==> src/rtl/conf_int_mac_acc_stage.sv <==
// Accumulate stage behind the approximate/accurate multiplier wrapper.
// It sums a programmed-length vector of unsigned products with saturation, counts approximate products, and hands the result off over valid/ready.
module conf_int_mac_acc_stage #(
  parameter int DATA_PATH_BITWIDTH = 16,
  parameter int ACC_BITWIDTH       = 72,
  parameter int LEN_BITWIDTH       = 8
) (
  input  logic                    clk,
  input  logic                    rst,
  input  logic                    start,
  input  logic [LEN_BITWIDTH-1:0] vec_len,
  input  logic                    abort,
  input  logic [63:0]             prod,
  input  logic                    prod_apx,
  input  logic                    prod_valid,
  output logic                    prod_ready,
  output logic [ACC_BITWIDTH-1:0] acc_out,
  output logic [LEN_BITWIDTH-1:0] apx_cnt,
  output logic                    ovf,
  output logic                    out_valid,
  input  logic                    out_ready,
  output logic                    busy
);

  // state | meaning
  // IDLE  | waiting for start; result of the previous vector still visible
  // ACCUM | accepting products until len have been summed
  // DONE  | result presented with out_valid until out_ready
  typedef enum logic [1:0] {IDLE, ACCUM, DONE} state_t;

  if (ACC_BITWIDTH < 64 || DATA_PATH_BITWIDTH < 1) begin : g_bad_param
    $error("conf_int_mac_acc_stage: ACC_BITWIDTH must be >= 64");
  end

  state_t                  state, state_nxt;
  logic [ACC_BITWIDTH-1:0] acc, acc_nxt;
  logic [LEN_BITWIDTH-1:0] cnt, cnt_nxt;
  logic [LEN_BITWIDTH-1:0] len, len_nxt;
  logic [LEN_BITWIDTH-1:0] apx, apx_nxt;
  logic                    ovf_q, ovf_nxt;
  logic [ACC_BITWIDTH:0]   sum;
  logic                    accept;

  // One spare bit catches the carry; once saturated, any further nonzero add
  // carries again, so acc stays pinned at all-ones without extra state.
  assign sum    = {1'b0, acc} + {{(ACC_BITWIDTH + 1 - 64){1'b0}}, prod};
  assign accept = (state == ACCUM) && prod_valid;

  always_comb begin
    state_nxt = state;
    acc_nxt   = acc;
    cnt_nxt   = cnt;
    len_nxt   = len;
    apx_nxt   = apx;
    ovf_nxt   = ovf_q;
    if (abort) begin
      state_nxt = IDLE;
      acc_nxt   = '0;
      cnt_nxt   = '0;
      apx_nxt   = '0;
      ovf_nxt   = 1'b0;
    end else begin
      case (state)
        IDLE: begin
          if (start) begin
            len_nxt   = vec_len;
            acc_nxt   = '0;
            cnt_nxt   = '0;
            apx_nxt   = '0;
            ovf_nxt   = 1'b0;
            state_nxt = (vec_len == '0) ? DONE : ACCUM;
          end
        end
        ACCUM: begin
          if (accept) begin
            if (sum[ACC_BITWIDTH]) begin
              acc_nxt = '1;
              ovf_nxt = 1'b1;
            end else begin
              acc_nxt = sum[ACC_BITWIDTH-1:0];
            end
            cnt_nxt = cnt + 1'b1;
            if (prod_apx) apx_nxt = apx + 1'b1;
            if (cnt == len - 1'b1) state_nxt = DONE;
          end
        end
        DONE: begin
          if (out_ready) state_nxt = IDLE;
        end
        default: state_nxt = IDLE;
      endcase
    end
  end

  always_ff @(posedge clk or negedge rst) begin
    if (!rst) begin
      state <= IDLE;
      acc   <= '0;
      cnt   <= '0;
      len   <= '0;
      apx   <= '0;
      ovf_q <= 1'b0;
    end else begin
      state <= state_nxt;
      acc   <= acc_nxt;
      cnt   <= cnt_nxt;
      len   <= len_nxt;
      apx   <= apx_nxt;
      ovf_q <= ovf_nxt;
    end
  end

  assign prod_ready = (state == ACCUM);
  assign out_valid  = (state == DONE);
  assign busy       = (state != IDLE);
  assign acc_out    = acc;
  assign apx_cnt    = apx;
  assign ovf        = ovf_q;

endmodule

==> config.mk <==
export PLATFORM = sky130hd
export DESIGN_NAME = conf_int_mac_acc_stage
export DESIGN_NICKNAME = d
export VERILOG_FILES = /design/src/rtl/conf_int_mac_acc_stage.sv
export SDC_FILE = /design/constraint.sdc
export NUM_CORES = 1
export LEC_CHECK = 0
export ABC_CLOCK_PERIOD_IN_PS = 3900
export CELL_PAD_IN_SITES_DETAIL_PLACEMENT = 0
export CELL_PAD_IN_SITES_GLOBAL_PLACEMENT = 1
export CORE_UTILIZATION = 39
export DETAILED_ROUTE_END_ITERATION = 8
export PLACE_DENSITY = 0.89
export SLEW_MARGIN = 20
export SYNTH_ARGS = -nofsm -noshare
export SYNTH_HDL_FRONTEND = slang
export SYNTH_SLANG_ARGS = --single-unit
==> constraint.sdc <==
create_clock -name clk -period 3.9 [get_ports clk]
set_input_delay 1.17 -clock clk [delete_from_list [all_inputs] [get_ports clk]]
set_output_delay 1.17 -clock clk [all_outputs]
set_load 0.02 [all_outputs]
==> results.sh <==
export IMPL_core_sq_um=21000
export IMPL_synth_seq_cells=99
export IMPL_synthMuxAreaShare_pct=0.934
export IMPL_synthSimpleGateAreaFrac_pct=20.3
export IMPL_rsz0062_at_grt="yes"
export IMPL_setup_violations=0
export IMPL_fin_nets=1530
export IMPL_insertion_delay_ns=0.38
export IMPL_synth_top_family_by_area="compound AO/OA/AOI/OAI gates"
export IMPL_cp_start_kind="input pin"
export IMPL_grt_pass1_vias=9053
export IMPL_grt_overflow=0
export IMPL_finalClockSkew_ns=0.0160
export IMPL_ys_warn_count=0
export IMPL_stdcell_count=1663
export IMPL_synthArstFlopShare_pct=100
export IMPL_max_vdd_ir_drop_v=0.000163
export IMPL_area_growth_synth_to_final_pct=54.9
export IMPL_fp_row_count=53
export IMPL_diodes=0
export IMPL_slew_headroom_pct=56.7
export IMPL_slowest_stage="a211o_1"
export IMPL_dp_slack_ns=-0.636
export IMPL_avgSynthCellArea_sq_um=8.16
export IMPL_synth_yosys_seq_area_share_pct=29.8
export IMPL_clk_pin_slew_worst_paths_ns=0.08
export IMPL_hold_path_class="flip-flop to flip-flop"
export IMPL_io_buffers=162
export IMPL_num_io_pins=163
export IMPL_routed_wirelength_microns=28100
export IMPL_dp_cells=1629
export IMPL_holdBufCountCts=0
export IMPL_cts_tree="yes"
export IMPL_drive_above_1_share_pct=27.1
export IMPL_synth_xor_area_share_pct=7.59
export IMPL_p_leak_uw=0.00615
export IMPL_synth_edf_count=0
export IMPL_syn_inst=1018
export IMPL_path_class="input pin to flip-flop"
export IMPL_dieArea_sq_um=21900
export IMPL_final_max_slew_violation_count=0
export IMPL_netlist_area_leader_share_pct=29.8
export IMPL_critPathMaxFanout=3
export IMPL_cp_cell_sequence="dlygate4sd2_1 > ha_2 > buf_6 > a211o_1 > a2111oi_4 > buf_4 > o21ba_4 > a2111oi_4 > o2111a_2 > o31ai_4 > o21ai_2 > a21oi_2 > xnor2_1 > a221o_1"
export IMPL_timing_fmax_ghz=0.261
export IMPL_synth_adder_area_share_pct=10.3
export IMPL_critPathBufInv=3
export IMPL_endpoint_kind="flip-flop"
export IMPL_worst_path_largest_cell_delay_ns=0.35
export IMPL_die_w_microns=148
export IMPL_fin_area_sq_um=12900
export IMPL_place_congestion=0.924
export IMPL_worst_ep_required_time_ns=4.15
export IMPL_cts_buffer_depth=2
export IMPL_dr_total_vias=9151
export IMPL_postPlaceCellArea_sq_um=11800
export IMPL_ys_types=80
export IMPL_worst_endpoint_arrival_ns=4.09
export IMPL_grt_pass1_wl_microns=44800
export IMPL_ys_top_cells_by_count="nand2_1, dfrtp_1, o21ai_0"
export IMPL_dr_first_iter_drc_count=624
export IMPL_path_delay_family="compound AO/OA/AOI/OAI gates"
export IMPL_cts_htree_levels=3
export IMPL_nFillCells=1851
export IMPL_drtAntennaViolNets=0
export IMPL_crit_top_cell="a2111oi_4"
export IMPL_dp_hpwl_microns=21100
export IMPL_tightest_slew_ns=0.650
export IMPL_outcome="finished, final reports clean"
export IMPL_root_buffer="clkbuf_16"
export IMPL_die_y_microns=148
export IMPL_synth_compound_area_share_pct=27.4
export IMPL_power_density_nw_per_um2=249
export IMPL_hold_violations=0
export IMPL_numCtsBuffers=9
export IMPL_grt_usage_pct=25.5
export IMPL_drv_cap=0
export IMPL_fin_util_pct=61.4
export IMPL_via_per_inst=5.50
export IMPL_post_synth_top_count_cell="nand2_1"
export IMPL_grt_antenna_before_repair=0
export IMPL_start_util_pct=39.6
export IMPL_fin_ws_ns=0.0620
export IMPL_wl_per_cell_microns=16.9
export IMPL_synth_area_top_cells="dfrtp_1, ha_1, nand2_1, o21ai_0, xnor2_1"
export IMPL_grt_max_degree=54
export IMPL_period_share_pct=98.4
export IMPL_synthesis_nets=1165
export IMPL_yosysTopAreaCell="dfrtp_1"
export IMPL_netlist_area_sq_um=8300
export IMPL_drc=0
export IMPL_postSynth_topFlopCell="dfrtp_1"
export IMPL_clock_sinks=99
export IMPL_power_total_uw=3200
export IMPL_fin_crit_ns=3.84
export IMPL_dr_pass1_iters=4
==> logic make-up (layout without fill, tap and decap cells) <==
family | Yosys count | count (layout)
buffers and inverters | 71 | 441
muxes | 7 | 7
xor gates and xnor gates | 72 | 72
DFF | 99 | 99
adders and majority gates | 68 | 68
AOI/OAI and AO/OA | 338 | 338
and+or+nand+nor | 363 | 363
==> state kept, by name, summed over array words and instances, names as in the netlist <==
register  cells
ovf           1
apx_cnt       8
state         2
cnt           8
acc_out      72
len           8
==> where the power goes <==
group,internal [uW],switching [uW],leakage [uW]
Sequential,1070,63.4,0.00135
Clock,462,502,0.000152
Combinational,554,543,0.00465
Total,2090,1110,0.00615
==> final cells by class <==
class                      count  area (sq um)  share of cell area [%]
clock inverter                 7          91.3                   0.710
tap                          275           344                    2.68
timing repair buffer         410          3570                    27.8
sequential                    99          2480                    19.3
multi-input combinational    848          6090                    47.4
inverter                      15          56.3                   0.438
clock buffer                   9           225                    1.75
==> repair_timing <==
| item | 4_1_cts | 5_1_grt |
|---|---|---|
| pin swaps | 37 | 48 |
| endpoints found under the setup margin | 73 | 73 |
| buffers inserted | 9 | 9 |
| gates resized for setup | 41 | 85 |
==> cell usage in the layout, fill, tap and decap left out, types with 5 or more instances in the layout <==
cell type        synthesis  final
buf_4                    0    240
nand2_1                174    171
clkdlybuf4s50_1          0    139
dfrtp_1                 99     99
o21ai_0                 88     79
a21oi_1                 73     64
nor2_1                  60     56
ha_1                    67     45
xnor2_1                 45     44
a21o_1                  40     40
nand4_1                 28     28
xor2_1                  27     27
o21ai_1                 17     23
nand3_1                 23     22
ha_4                     0     20
inv_1                   15     15
a221o_1                 13     13
dlymetal6s2s_1           0     13
a21oi_2                  3     12
and3_1                  15     11
a31oi_1                 12     11
nor3_1                  12     10
o21bai_1                10      9
o211ai_1                 9      9
clkbuf_16                0      9
nand2b_1                 8      8
o21a_1                   7      7
nor2b_1                  6      6
mux2_2                   6      6
and2_1                   5      5
a211oi_2                 1      5
buf_6                    2      5
==> per-stage QoR <==
step	hold slack (ns)	setup TNS, ns
6_report	0.499	0
5_1_grt	0.535	-0.0207
4_1_cts	0.495	0
3_5_place_dp	0.476	-40.58
3_3_place_gp	0.476	-38.03
2_1_floorplan	0.492	0
==> path summary, 6_finish.rpt <==
kind | start | end | slack, ns | cells past startpoint
worst max-delay path | prod[0] | acc_out[59]$_DFFE_PN0P_ | 0.06 | 14
worst min-delay path | acc_out[57]$_DFFE_PN0P_ | acc_out[57]$_DFFE_PN0P_ | 0.50 | 2
worst max register to register | acc_out[1]$_DFFE_PN0P_ | acc_out[71]$_DFFE_PN0P_ | 0.59 | 12
worst min register to register | acc_out[57]$_DFFE_PN0P_ | acc_out[57]$_DFFE_PN0P_ | 0.50 | 2
max in group asynchronous | rst | acc_out[34]$_DFFE_PN0P_ | 2.36 | 2
min in group asynchronous | rst | state[0]$_DFFE_PN0P_ | 0.81 | 1
==> worst reg2reg max path, stage by stage (launching register included) <==
cell and delay [ns]:
dfrtp_1 0.49, ha_4 0.32, a211o_1 0.20, a2111oi_4 0.10, buf_4 0.15, or3_4 0.40, a311oi_4 0.41, and3_4 0.29
o21ai_4 0.08, a21oi_4 0.15, nor2_2 0.06, or4b_4 0.52, nand3_2 0.07
==> per-layer routing <==
metal  vias to the layer above  GRT usage (%)  routed length (microns)  part of all wire, %
met4                         0           10.3                      783                  2.8
met2                       268           43.3                    13600                   48
met5                         -              0                        0                    0
met1                      4367           32.7                    12500                   44
met3                        58           3.43                     1270                  4.5
li1                       4458              -                        -                    -
(Power assumes the default switching activity.)
